==> src/rtl/cmp_result_tracker.sv <==
// Tracks qualified eq/lt/gt comparator results: saturating counters, gt streak, hysteretic alarm FSM.
// Optional: define CMP_TRACK_LATCH_EN to make the alarm latch until rst/clr.
module cmp_result_tracker #(
    parameter int unsigned WIDTH = 4,
    parameter int unsigned TRIP  = 3,
    parameter int unsigned CLEAR = 2
) (
    input  logic             clk,
    input  logic             rst,
    input  logic             clr,
    input  logic             in_valid,
    input  logic             eq,
    input  logic             lt,
    input  logic             gt,
    output logic [1:0]       state,
    output logic             alarm,
    output logic [WIDTH-1:0] gt_streak,
    output logic [WIDTH-1:0] eq_count,
    output logic [WIDTH-1:0] lt_count,
    output logic [WIDTH-1:0] gt_count,
    output logic             err
);

    localparam logic [1:0]       S_IDLE  = 2'b00;
    localparam logic [1:0]       S_ARMED = 2'b01;
    localparam logic [1:0]       S_ALARM = 2'b10;
    localparam logic [WIDTH-1:0] CNT_MAX = {WIDTH{1'b1}};
    localparam logic [WIDTH-1:0] TRIP_W  = WIDTH'(TRIP);
    localparam logic [WIDTH-1:0] CLEAR_W = WIDTH'(CLEAR);

    logic [1:0]       state_q, state_d;
    logic             alarm_q, alarm_d;
    logic             err_q, err_d;
    logic [WIDTH-1:0] gt_streak_q, gt_streak_d;
    logic [WIDTH-1:0] clr_streak_q, clr_streak_d;
    logic [WIDTH-1:0] eq_count_q, eq_count_d;
    logic [WIDTH-1:0] lt_count_q, lt_count_d;
    logic [WIDTH-1:0] gt_count_q, gt_count_d;

    logic             one_hot;
    logic             accept;
    logic [WIDTH-1:0] gt_streak_inc;
    logic [WIDTH-1:0] clr_streak_inc;

    function automatic logic [WIDTH-1:0] sat_inc(input logic [WIDTH-1:0] x);
        return (x == CNT_MAX) ? x : x + WIDTH'(1);
    endfunction

    // Next-state and counter update logic
    always_comb begin
        state_d        = state_q;
        err_d          = err_q;
        gt_streak_d    = gt_streak_q;
        clr_streak_d   = clr_streak_q;
        eq_count_d     = eq_count_q;
        lt_count_d     = lt_count_q;
        gt_count_d     = gt_count_q;
        one_hot        = ({eq, lt, gt} == 3'b100) || ({eq, lt, gt} == 3'b010) ||
                         ({eq, lt, gt} == 3'b001);
        accept         = in_valid && one_hot;
        gt_streak_inc  = sat_inc(gt_streak_q);
        clr_streak_inc = sat_inc(clr_streak_q);

        if (clr) begin
            state_d      = S_IDLE;
            err_d        = 1'b0;
            gt_streak_d  = '0;
            clr_streak_d = '0;
            eq_count_d   = '0;
            lt_count_d   = '0;
            gt_count_d   = '0;
        end else begin
            if (in_valid && !one_hot) begin
                err_d = 1'b1;
            end
            if (accept) begin
                if (eq) eq_count_d = sat_inc(eq_count_q);
                if (lt) lt_count_d = sat_inc(lt_count_q);
                if (gt) begin
                    gt_count_d   = sat_inc(gt_count_q);
                    gt_streak_d  = gt_streak_inc;
                    clr_streak_d = '0;
                end else begin
                    gt_streak_d  = '0;
                end
                case (state_q)
                    S_IDLE: begin
                        state_d = (gt && gt_streak_inc == TRIP_W) ? S_ALARM : S_ARMED;
                    end
                    S_ARMED: begin
                        if (gt && gt_streak_inc == TRIP_W) state_d = S_ALARM;
                    end
                    S_ALARM: begin
`ifdef CMP_TRACK_LATCH_EN
                        state_d = S_ALARM;
`else
                        if (!gt) begin
                            if (clr_streak_inc == CLEAR_W) begin
                                state_d      = S_ARMED;
                                clr_streak_d = '0;
                            end else begin
                                clr_streak_d = clr_streak_inc;
                            end
                        end
`endif
                    end
                    default: state_d = S_IDLE;
                endcase
            end
            // Illegal encoding recovers regardless of sample qualification
            if (state_q == 2'b11) begin
                state_d = S_IDLE;
            end
`ifdef CMP_TRACK_LATCH_EN
            clr_streak_d = '0;
`else
            if (state_d != S_ALARM) clr_streak_d = '0;
`endif
        end
        alarm_d = (state_d == S_ALARM);
    end

    always_ff @(posedge clk) begin
        if (rst) begin
            state_q      <= S_IDLE;
            alarm_q      <= 1'b0;
            err_q        <= 1'b0;
            gt_streak_q  <= '0;
            clr_streak_q <= '0;
            eq_count_q   <= '0;
            lt_count_q   <= '0;
            gt_count_q   <= '0;
        end else begin
            state_q      <= state_d;
            alarm_q      <= alarm_d;
            err_q        <= err_d;
            gt_streak_q  <= gt_streak_d;
            clr_streak_q <= clr_streak_d;
            eq_count_q   <= eq_count_d;
            lt_count_q   <= lt_count_d;
            gt_count_q   <= gt_count_d;
        end
    end

    assign state     = state_q;
    assign alarm     = alarm_q;
    assign err       = err_q;
    assign gt_streak = gt_streak_q;
    assign eq_count  = eq_count_q;
    assign lt_count  = lt_count_q;
    assign gt_count  = gt_count_q;

endmodule

==> config.mk <==
export PLATFORM = sky130hd
export DESIGN_NAME = cmp_result_tracker
export DESIGN_NICKNAME = d
export VERILOG_FILES = /design/src/rtl/cmp_result_tracker.sv
export SDC_FILE = /design/constraint.sdc
export NUM_CORES = 1
export LEC_CHECK = 0
export ABC_CLOCK_PERIOD_IN_PS = 1700
export BUFFER_PORTS_ARGS = -buffer_cell sky130_fd_sc_hd__buf_2
export CORE_MARGIN = 3
export CORE_UTILIZATION = 51
export CTS_BUF_LIST = sky130_fd_sc_hd__clkbuf_4 sky130_fd_sc_hd__clkbuf_8
export CTS_CLUSTER_DIAMETER = 150
export CTS_CLUSTER_SIZE = 28
export DETAILED_ROUTE_END_ITERATION = 7
export PLACE_DENSITY_LB_ADDON = 0.05
export SYNTH_ARGS = -nofsm -noshare
export SYNTH_HDL_FRONTEND = slang
export SYNTH_SLANG_ARGS = --single-unit
==> constraint.sdc <==
create_clock -name clk -period 1.7 [get_ports clk]
set_input_delay 0.255 -clock clk [delete_from_list [all_inputs] [get_ports clk]]
set_output_delay 0.255 -clock clk [all_outputs]
set_load 0.01 [all_outputs]
* Word-level counts from Yosys, hierarchy flattened
Cells that the tools add are included.
Word-level totals: register bits after elaboration 24, input port bits 7, output and inout bits 20
Operators by class: add/sub/neg operators 5, equality and inequality tests 15, mux-type cells 16, bitwise operators 3, reductions and logical operators 12
Operator list (number):
- $mux W4 | 7
- $add A4 B1 Y4 const B | 5
- $eq A4 B4 Y1 const B | 5
- $mux W2 | 8
- $reduce_and A3 Y1 | 3
- $eq A4 B2 Y1 const B | 2
- $eq A2 B2 Y1 const B | 3
- $pmux W2 S3 | 1
- $eq A3 B1 Y1 const B | 1
- $eq A3 B2 Y1 const B | 1
- $eq A3 B3 Y1 const B | 1
- $logic_and A1 B1 Y1 | 3
- $not A1 Y1 | 3
- $reduce_or A3 Y1 | 1
- $eq A2 B1 Y1 const B | 1
- $logic_not A2 Y1 | 1
- $logic_or A1 B1 Y1 | 2
- $ne A2 B2 Y1 const B | 1
- $reduce_or A2 Y1 | 1
- $logic_not A1 Y1 | 1

* Depth between registers and ports, before layout
Gate-level depths: netlist of the first run.
depth after elaboration 11, depth in mapped cells 6, depth with buffers taken out 5

* Worst setup path before layout of the first run
Ideal clock, no wire load.
path type register to register, start point register clr_streak_q[0], end point register clr_streak_q[1], setup time 0.132 ns, arrival time 1.536 ns, slack 0.032 ns, stages on the path, launching flop included 6, buffers on the path 0, cell sequence dfxtp_1 ha_1 nand3b_1 a2111oi_4 o32ai_4 a21boi_1
On the way: word-level cells in the longest chain between the ends 11, elaborated cells on any way between the ends 15
RTL lines:
- from (decl) | line 35 | logic [WIDTH-1:0] clr_streak_q, clr_streak_d;
- from (signal assigned) | line 138 | clr_streak_q <= clr_streak_d;
- $add A4 B1 Y4 or $eq A4 B4 Y1 (tied branches) | line 46 | return (x == CNT_MAX) ? x : x + WIDTH'(1);
- $mux W4 * | line 46
- $eq A4 B2 Y1 | line 98 | if (clr_streak_inc == CLEAR_W) begin
- $mux W2 | line 98
- $mux W2 | line 97 | if (!gt) begin
- $pmux W2 S3 | line 86 | case (state_q)
- $mux W2 | line 76 | if (accept) begin
- $mux W2 | line 111 | if (state_q == 2'b11) begin
- $mux W2 | line 64 | if (clr) begin
- $ne A2 B2 Y1 | line 117 | if (state_d != S_ALARM) clr_streak_d = '0;
- $reduce_or A3 Y1 (no line)
Mark *: on every way between the ends. The rest lies on a longest branch, timed or not. The select of a mux whose other input is x is not followed. A chain may end at the register's enable or synchronous reset.

* Worst setup path in the final report of the first run
start point register clr_streak_q[1], end point register clr_streak_q[1]
On the way: word-level cells in the longest chain between the ends 11, elaborated cells on any way between the ends 16
RTL lines (line):
- $add A4 B1 Y4 or $eq A4 B4 Y1 (tied branches) | 46
- $mux W4 | 46
- $eq A4 B2 Y1 | 98
- $mux W2 | 98
- $mux W2 | 97
- $pmux W2 S3 | 86
- $mux W2 | 76
- $mux W2 | 111
- $mux W2 | 64
- $ne A2 B2 Y1 | 117
- $reduce_or A3 Y1 (no line)
Several ways; a longest one is shown, not always the timed one. The select of a mux whose other input is x is not followed.

==> results of run 1 <==
-- critical path, cell delays in order (launching register included) --
cell	delay, ps
dfxtp_2	360
ha_4	160
or2_4	230
a2111oi_4	420
o32ai_4	160
a21boi_2	180
-- per-layer routing --
layer / wire length [um] / share of wire, % / vias up
met5: 0 / 0 / -
met4: 51 / 1.7 / 0
met3: 169 / 5.8 / 6
met2: 1350 / 46 / 39
met1: 1360 / 47 / 597
li1: - / - / 637
-- power by group --
| part | leakage (uW) | switching [uW] | internal, uW |
|---|---|---|---|
| registers | 0.000195 | 3.11 | 566 |
| logic | 0.000451 | 49.0 | 28.0 |
| clock network | 0.0000279 | 180 | 239 |
-- Yosys cell counts, types with 2 or more instances --
master    number
clkbuf_1       3
nand4_1        3
and4bb_2       2
nand3b_1       3
buf_2          2
a21boi_1       2
and3_1         4
ha_1           5
nand2_1       10
nor2b_1        2
inv_1          3
dfxtp_1       24
nor2_1        11
a21oi_1       15
nor3_1         8
nand2b_1       3
o211ai_1       2
and4b_1        3
nand3_1       12
o211a_1        2
o21ai_0        8
xnor2_1        2
xor2_1         7
-- through the flow --
| step | util [%] | cell area [um^2] | hold WS [ps] |
|---|---|---|---|
| after floorplan | - | 1330 | 396 |
| after global placement | 65.6 | 1540 | 448 |
| after detailed placement | 65.6 | 1540 | 457 |
| after CTS | 67.9 | 1590 | 250 |
| after global routing | 69.5 | 1630 | 313 |
| final | 69.5 | 1630 | 247 |
-- state kept, by name, summed over array words and instances, names as in the netlist --
register and flops:
alarm 1, clr_streak_q 4, eq_count 4, err 1, gt_count 4, gt_streak 4
lt_count 4, state 2
-- how the worst min path moves through the flow --
stage | from | to | slack [ps] | depth (start not counted)
after floorplan | in_valid | err | 400 | 2
after global placement | err | err | 450 | 2
after detailed placement | err | err | 460 | 2
after CTS | in_valid | err | 250 | 3
after global routing | in_valid | err | 310 | 3
final | in_valid | err | 250 | 3
-- area by class of cell --
type                       instances  area share [%]
multi-input combinational        120            51.6
sequential                        24            29.7
inverter                           3           0.692
clock inverter                     1            1.85
tap                               28            2.15
timing repair buffer              36            12.6
clock buffer                       3            1.38
-- cell families (layout without fill, tap and decap cells) --
group           after synthesis  after routing  synth area share [%]
compound gates               36             36                  19.7
xor+xnor                      9              9                  5.92
fa+ha+maj                     5              5                  4.70
buf+inv                       8             43                  2.44
flops                        24             24                  36.1
mux                           1              1                 0.752
simple gates                 69             69                  30.4
-- timing repair --
item                                    4_1_cts  5_1_grt
resized for setup                             0        7
hold buffers                                  0        0
endpoints found under the setup margin        0        5
setup buffers                                 0        2
==> results by group, run 1 <==
Placement
  • Hpwl dp: 2150 um
  • Pre-CTS setup slack: 58.2 ps
  • Routability cong.: 0.848
  • Port Buffers: 26
  • Placed insts: 209

Logic synthesis
  • Synthesis-stage register bit count: 24
  • Syn Area/Cell: 8.76 um^2
  • Mapped Cells: 152
  • Synth Net Count: 164
  • Distinct cell type count after synthesis: 39
  • Primary FF master, synth: dfxtp_1
  • Warnings, synthesis: 0
  • Area contributors post-synth: dfxtp_1 36%, a21oi_1 5.6%, ha_1 4.7%
  • Yosys top cell area share: 36.1%
  • Post-synth EDFFs: 0
  • Seq/Total Area, Yosys: 36.1%
  • Netlist Area Pre-Place: 0.00133 mm^2
  • Ys async rst share: 0%
  • Yosys top cell by area: dfxtp_1

Pwr
  • Total Power: 1060 uW
  • Peak supply drop: 0.479 mV
  • Power density cells: 654 mW/mm^2
  • Leakage dissipation: 0.000673 uW

Critical path
  • RR Startpoint: clr_streak_q[1]
  • CP Capture Point: clr_streak_q[1]
  • Critical path launch point type: register
  • Reg2Reg Depth: 5
  • Crit end category: register
  • Worst setup startpoint: clr_streak_q[1]
  • Crit path kind: reg2reg
  • R2R setup slack: 70 ps
  • WP data arrival: 1830 ps
  • Critical path required time: 1900 ps
  • Reg2reg end: clr_streak_q[1]
  • Crit Path Max Fanout: 5

Routing
  • Routed wire length: 2930 um
  • Via count: 1279
  • DRT iter0 DRCs: 37
  • DRC: 0
  • DRT antenna net count: 0
  • Routed len/inst: 13.6 um
  • DR vias/cell: 5.95
  • Initial DRT Pass Iterations: 6

Timing
  • Worst setup margin: 71.4 ps
  • Setup TNS: 0 ps
  • Max Clock Freq: 0.614 GHz
  • Max-slew headroom: 64.5%
  • Final Hold Viols: 0
  • Tcrit/Tclk final: 95.8%
  • Final setup viols: 0
  • Min Clock Period, post-route: 1630 ps
  • Final Max Slew Viols: 0
  • Clock skew: 9.28 ps
  • Worst Tran Pin Value: 525 ps
  • Unrepaired setup endpoints after global routing: true

Finish
  • Final #Nets: 200
  • Fill cells: 204
  • Commonest non-fill, non-tap cell in the layout: buf_2
  • Most frequent cells in the layout: 26 x buf_2, 22 x dfxtp_1, 15 x a21oi_1
  • FF+latch area: 483 um^2
  • Antenna cells: 0
  • Synth-to-layout area growth: 22.2%
  • Layout Cells excl Fill: 215
  • Layout cell share with drive strength beyond 1: 28.9%
  • Multi-input gate area: 840 um^2

Floorplan
  • Die H: 57.1 um
  • Core region area: 0.00234 mm^2
  • Initial core utilization: 56.9%
  • Die area: 0.00326 mm^2
  • Chip Width: 57.1 um
  • Rows: 17
  • Io pins: 27

Global route
  • Largest net degree at the start of global routing: 20
  • Grt met2 use: 30.5%
  • GR Util met3: 3.39%
  • Total GRT Usage: 18.9%
  • Initial antenna violation count: 0
  • Grt met1 use: 25.0%
  • GR Overflow Total: 0
  • Busiest grt layer: met2
  • First-pass GRT wire length: 5000 um
  • Vias in the first global route: 1133

Clock tree
  • Root Driver: clkbuf_4
  • TritonCTS clock tree: built
  • CTS sink count: 24
  • H-tree levels: 1
  • Max Root-Sink Buffers: 2
  • Clock latency at the later pin of the worst-skew pair: 320 ps
  • Inserted Clock Buffers: 3
  • Clock-pin slew on the worst setup and hold paths: 140 ps

Job
  • Max_cap viols: 0

Hold path
  • Worst Hold Class: in2reg

Run status
  • Status: finished, final reports clean
Power figures use the tool's default switching activity.
==> run 2, diff against run 1 <==
--- a/config.mk
+++ b/config.mk
@@ -5,6 +5,7 @@
 export SDC_FILE = /design/constraint.sdc
 export NUM_CORES = 1
 export LEC_CHECK = 0
+export ABC_AREA = 1
 export ABC_CLOCK_PERIOD_IN_PS = 1700
 export BUFFER_PORTS_ARGS = -buffer_cell sky130_fd_sc_hd__buf_2
 export CORE_MARGIN = 3
@@ -13,6 +14,7 @@
 export CTS_CLUSTER_DIAMETER = 150
 export CTS_CLUSTER_SIZE = 28
 export DETAILED_ROUTE_END_ITERATION = 7
+export GPL_TIMING_DRIVEN = 0
 export PLACE_DENSITY_LB_ADDON = 0.05
 export SYNTH_ARGS = -nofsm -noshare
 export SYNTH_HDL_FRONTEND = slang
==> results by group, run 2 <==
Timing
  • Max Clock Freq: 0.645 GHz
  • Clock skew: 3.96 ps
  • Final setup viols: 0
  • Unrepaired setup endpoints after global routing: false
  • Tcrit/Tclk final: 91.2%
  • Final Hold Viols: 0
  • Setup TNS: 0 ps
  • Max-slew headroom: 78.8%
  • Min Clock Period, post-route: 1550 ps
  • Final Max Slew Viols: 0
  • Worst setup margin: 150 ps
  • Worst Tran Pin Value: 314 ps

Pwr
  • Power density cells: 670 mW/mm^2
  • Leakage dissipation: 0.000781 uW
  • Peak supply drop: 0.745 mV
  • Total Power: 1090 uW

Routing
  • Via count: 1333
  • WL met3: 160 um
  • Initial DRT Pass Iterations: 4
  • DRT iter0 DRCs: 73
  • DRT met1 WL: 1360 um
  • WL met2: 1350 um
  • Routed wire length: 2910 um
  • DRC: 0
  • Top layer in use: met4
  • DRT antenna net count: 0
  • Routed len/inst: 11.1 um
  • DR vias/cell: 5.11

Finish
  • Multi-input gate area: 785 um^2
  • Layout cell share with drive strength beyond 1: 26.0%
  • Commonest non-fill, non-tap cell in the layout: nand2_1
  • Most frequent cells in the layout: 47 x nand2_1, 27 x buf_2, 26 x inv_1
  • Cell area after layout: 0.00162 mm^2
  • Final #Nets: 244
  • Fill cells: 244
  • Finished Core Util: 63.8%
  • Synth-to-layout area growth: 16.7%
  • Antenna cells: 0
  • FF+latch area: 485 um^2

Clock tree
  • TritonCTS clock tree: built
  • Root Driver: clkbuf_4
  • Inserted Clock Buffers: 3
  • Hold-fix buffers, CTS: 0
  • H-tree levels: 1
  • Clock-pin slew on the worst setup and hold paths: 140 ps
  • Max Root-Sink Buffers: 2
  • CTS sink count: 24
  • Post-CTS Setup Inserts: 0
  • Clock latency at the later pin of the worst-skew pair: 320 ps

Global route
  • Initial antenna violation count: 0
  • Largest net degree at the start of global routing: 15
  • First-pass GRT wire length: 4800 um
  • Vias in the first global route: 1152
  • Total GRT Usage: 18.0%
  • GR Overflow Total: 0

Placement
  • Area after DPL: 0.00156 mm^2
  • Hpwl dp: 2150 um
  • Routability cong.: 0.829
  • Pre-CTS setup slack: 67.9 ps
  • Port Buffers: 26

Critical path
  • WP data arrival: 1780 ps
  • CP Capture Point: alarm
  • R2R setup slack: 150 ps
  • Worst setup startpoint: clr_streak_q[0]
  • Reg2reg end: alarm
  • CP peak stage delay: 410 ps
  • Critical path launch point type: register
  • Reg2Reg Depth: 10
  • Most used cell, CP: nand2_1
  • Crit end category: register
  • RR Startpoint: clr_streak_q[0]
  • Critical path required time: 1930 ps
  • CP max-delay cell: dfxtp_2
  • Crit path kind: reg2reg
  • Crit Path Max Fanout: 6
  • Crit-path cells: ha_2, nand3_2, nand2_1, o21ai_1, nor2_1, nand2_1, nand2_1, nand2_2, nand2_4, inv_1

Logic synthesis
  • Ys async rst share: 0%
  • Warnings, synthesis: 0
  • Primary FF master, synth: dfxtp_1
  • Yosys top cell area share: 34.6%
  • Post-synth EDFFs: 0
  • Syn Area/Cell: 6.92 um^2
  • Top-count cell post-synth: nand2_1
  • Area contributors post-synth: dfxtp_1 35%, nand2_1 13%, inv_1 7.0%
  • Synth Net Count: 213
  • Distinct cell type count after synthesis: 27
  • Seq/Total Area, Yosys: 34.6%
  • Synthesis-stage register bit count: 24
  • Netlist Area Pre-Place: 0.00139 mm^2
  • Mapped Cells: 201
  • Yosys top cell by area: dfxtp_1
  • Synth cell count leaders: 47 x nand2_1, 26 x inv_1, 24 x dfxtp_1

Hold path
  • Worst Hold Class: in2reg

Floorplan
  • Initial core utilization: 54.6%
  • Die H: 58.2 um
  • Io pins: 27
  • Core region area: 0.00254 mm^2
  • Chip Width: 58.2 um
  • Rows: 18
  • Die area: 0.00339 mm^2

Run status
  • Status: finished, final reports clean

Job
  • Max_cap viols: 0
==> run 2: cell count changes after synthesis, moves of 5 or more <==
cell,before,now
a21oi_1,15,9
inv_1,3,26
nand2_1,10,47
nor2_1,11,22
nor2_2,0,7
nor3_1,8,2
xor2_1,7,2
==> run 2: through the flow <==
stage | cells | hold WS (ps)
3_5_place_dp | 257 | 451
3_3_place_gp | 257 | 444
2_1_floorplan | 201 | 419
6_report | 261 | 237
4_1_cts | 261 | 233
5_1_grt | 261 | 239
==> run 2: where the power goes <==
group	internal, uW	switching (uW)
Clock	239	179
Sequential	568	5.47
Combinational	33.2	62.3
==> run 2: how the worst min path moves through the flow <==
stage / end / start / depth (start not counted)
after global routing: eq_count[2] / eq / 3
after detailed placement: err / err / 1
after floorplan: lt_count[2] / lt / 2
after CTS: eq_count[2] / eq / 3
final: eq_count[2] / eq / 3
after global placement: err / err / 1
==> run 2: per-layer routing <==
metal	track usage [%]	vias up
met5	0	-
met4	6.62	0
met3	2.00	5
met2	31.0	45
met1	23.0	585
li1	-	698
==> run 2: critical path, delay by kind of cell (launching register included) <==
| kind | cells | cell delay (ps) |
|---|---|---|
| adders and majority gates | 1 | 230 |
| and+or+nand+nor | 7 | 680 |
| AOI/OAI and AO/OA | 1 | 90 |
| DFF | 1 | 410 |
| buffers and inverters | 1 | 40 |
==> run 2: kinds of logic (layout without fill, tap and decap cells) <==
logic type	Yosys count	in the layout	synth area share, %
simple gates	105	105	36.4
fa+ha+maj	5	5	4.50
compound gates	28	28	11.3
buf+inv	33	63	9.54
xor+xnor	6	6	3.78
flops	24	24	34.6
==> run 2: area by class of cell <==
type	instances	area share, %
Clock buffer	3	1.39
Buffer	2	1.00
Timing Repair Buffer	26	8.02
Inverter	31	7.17
Clock inverter	1	1.85
Sequential cell	24	29.9
Tap cell	30	2.31
Multi-Input combinational cell	144	48.3
==> run 2: timing repair <==
action / in CTS / in global routing
endpoints found under the hold margin: 0 / 0
endpoints found under the setup margin: 0 / 7
gates resized for setup: 0 / 6
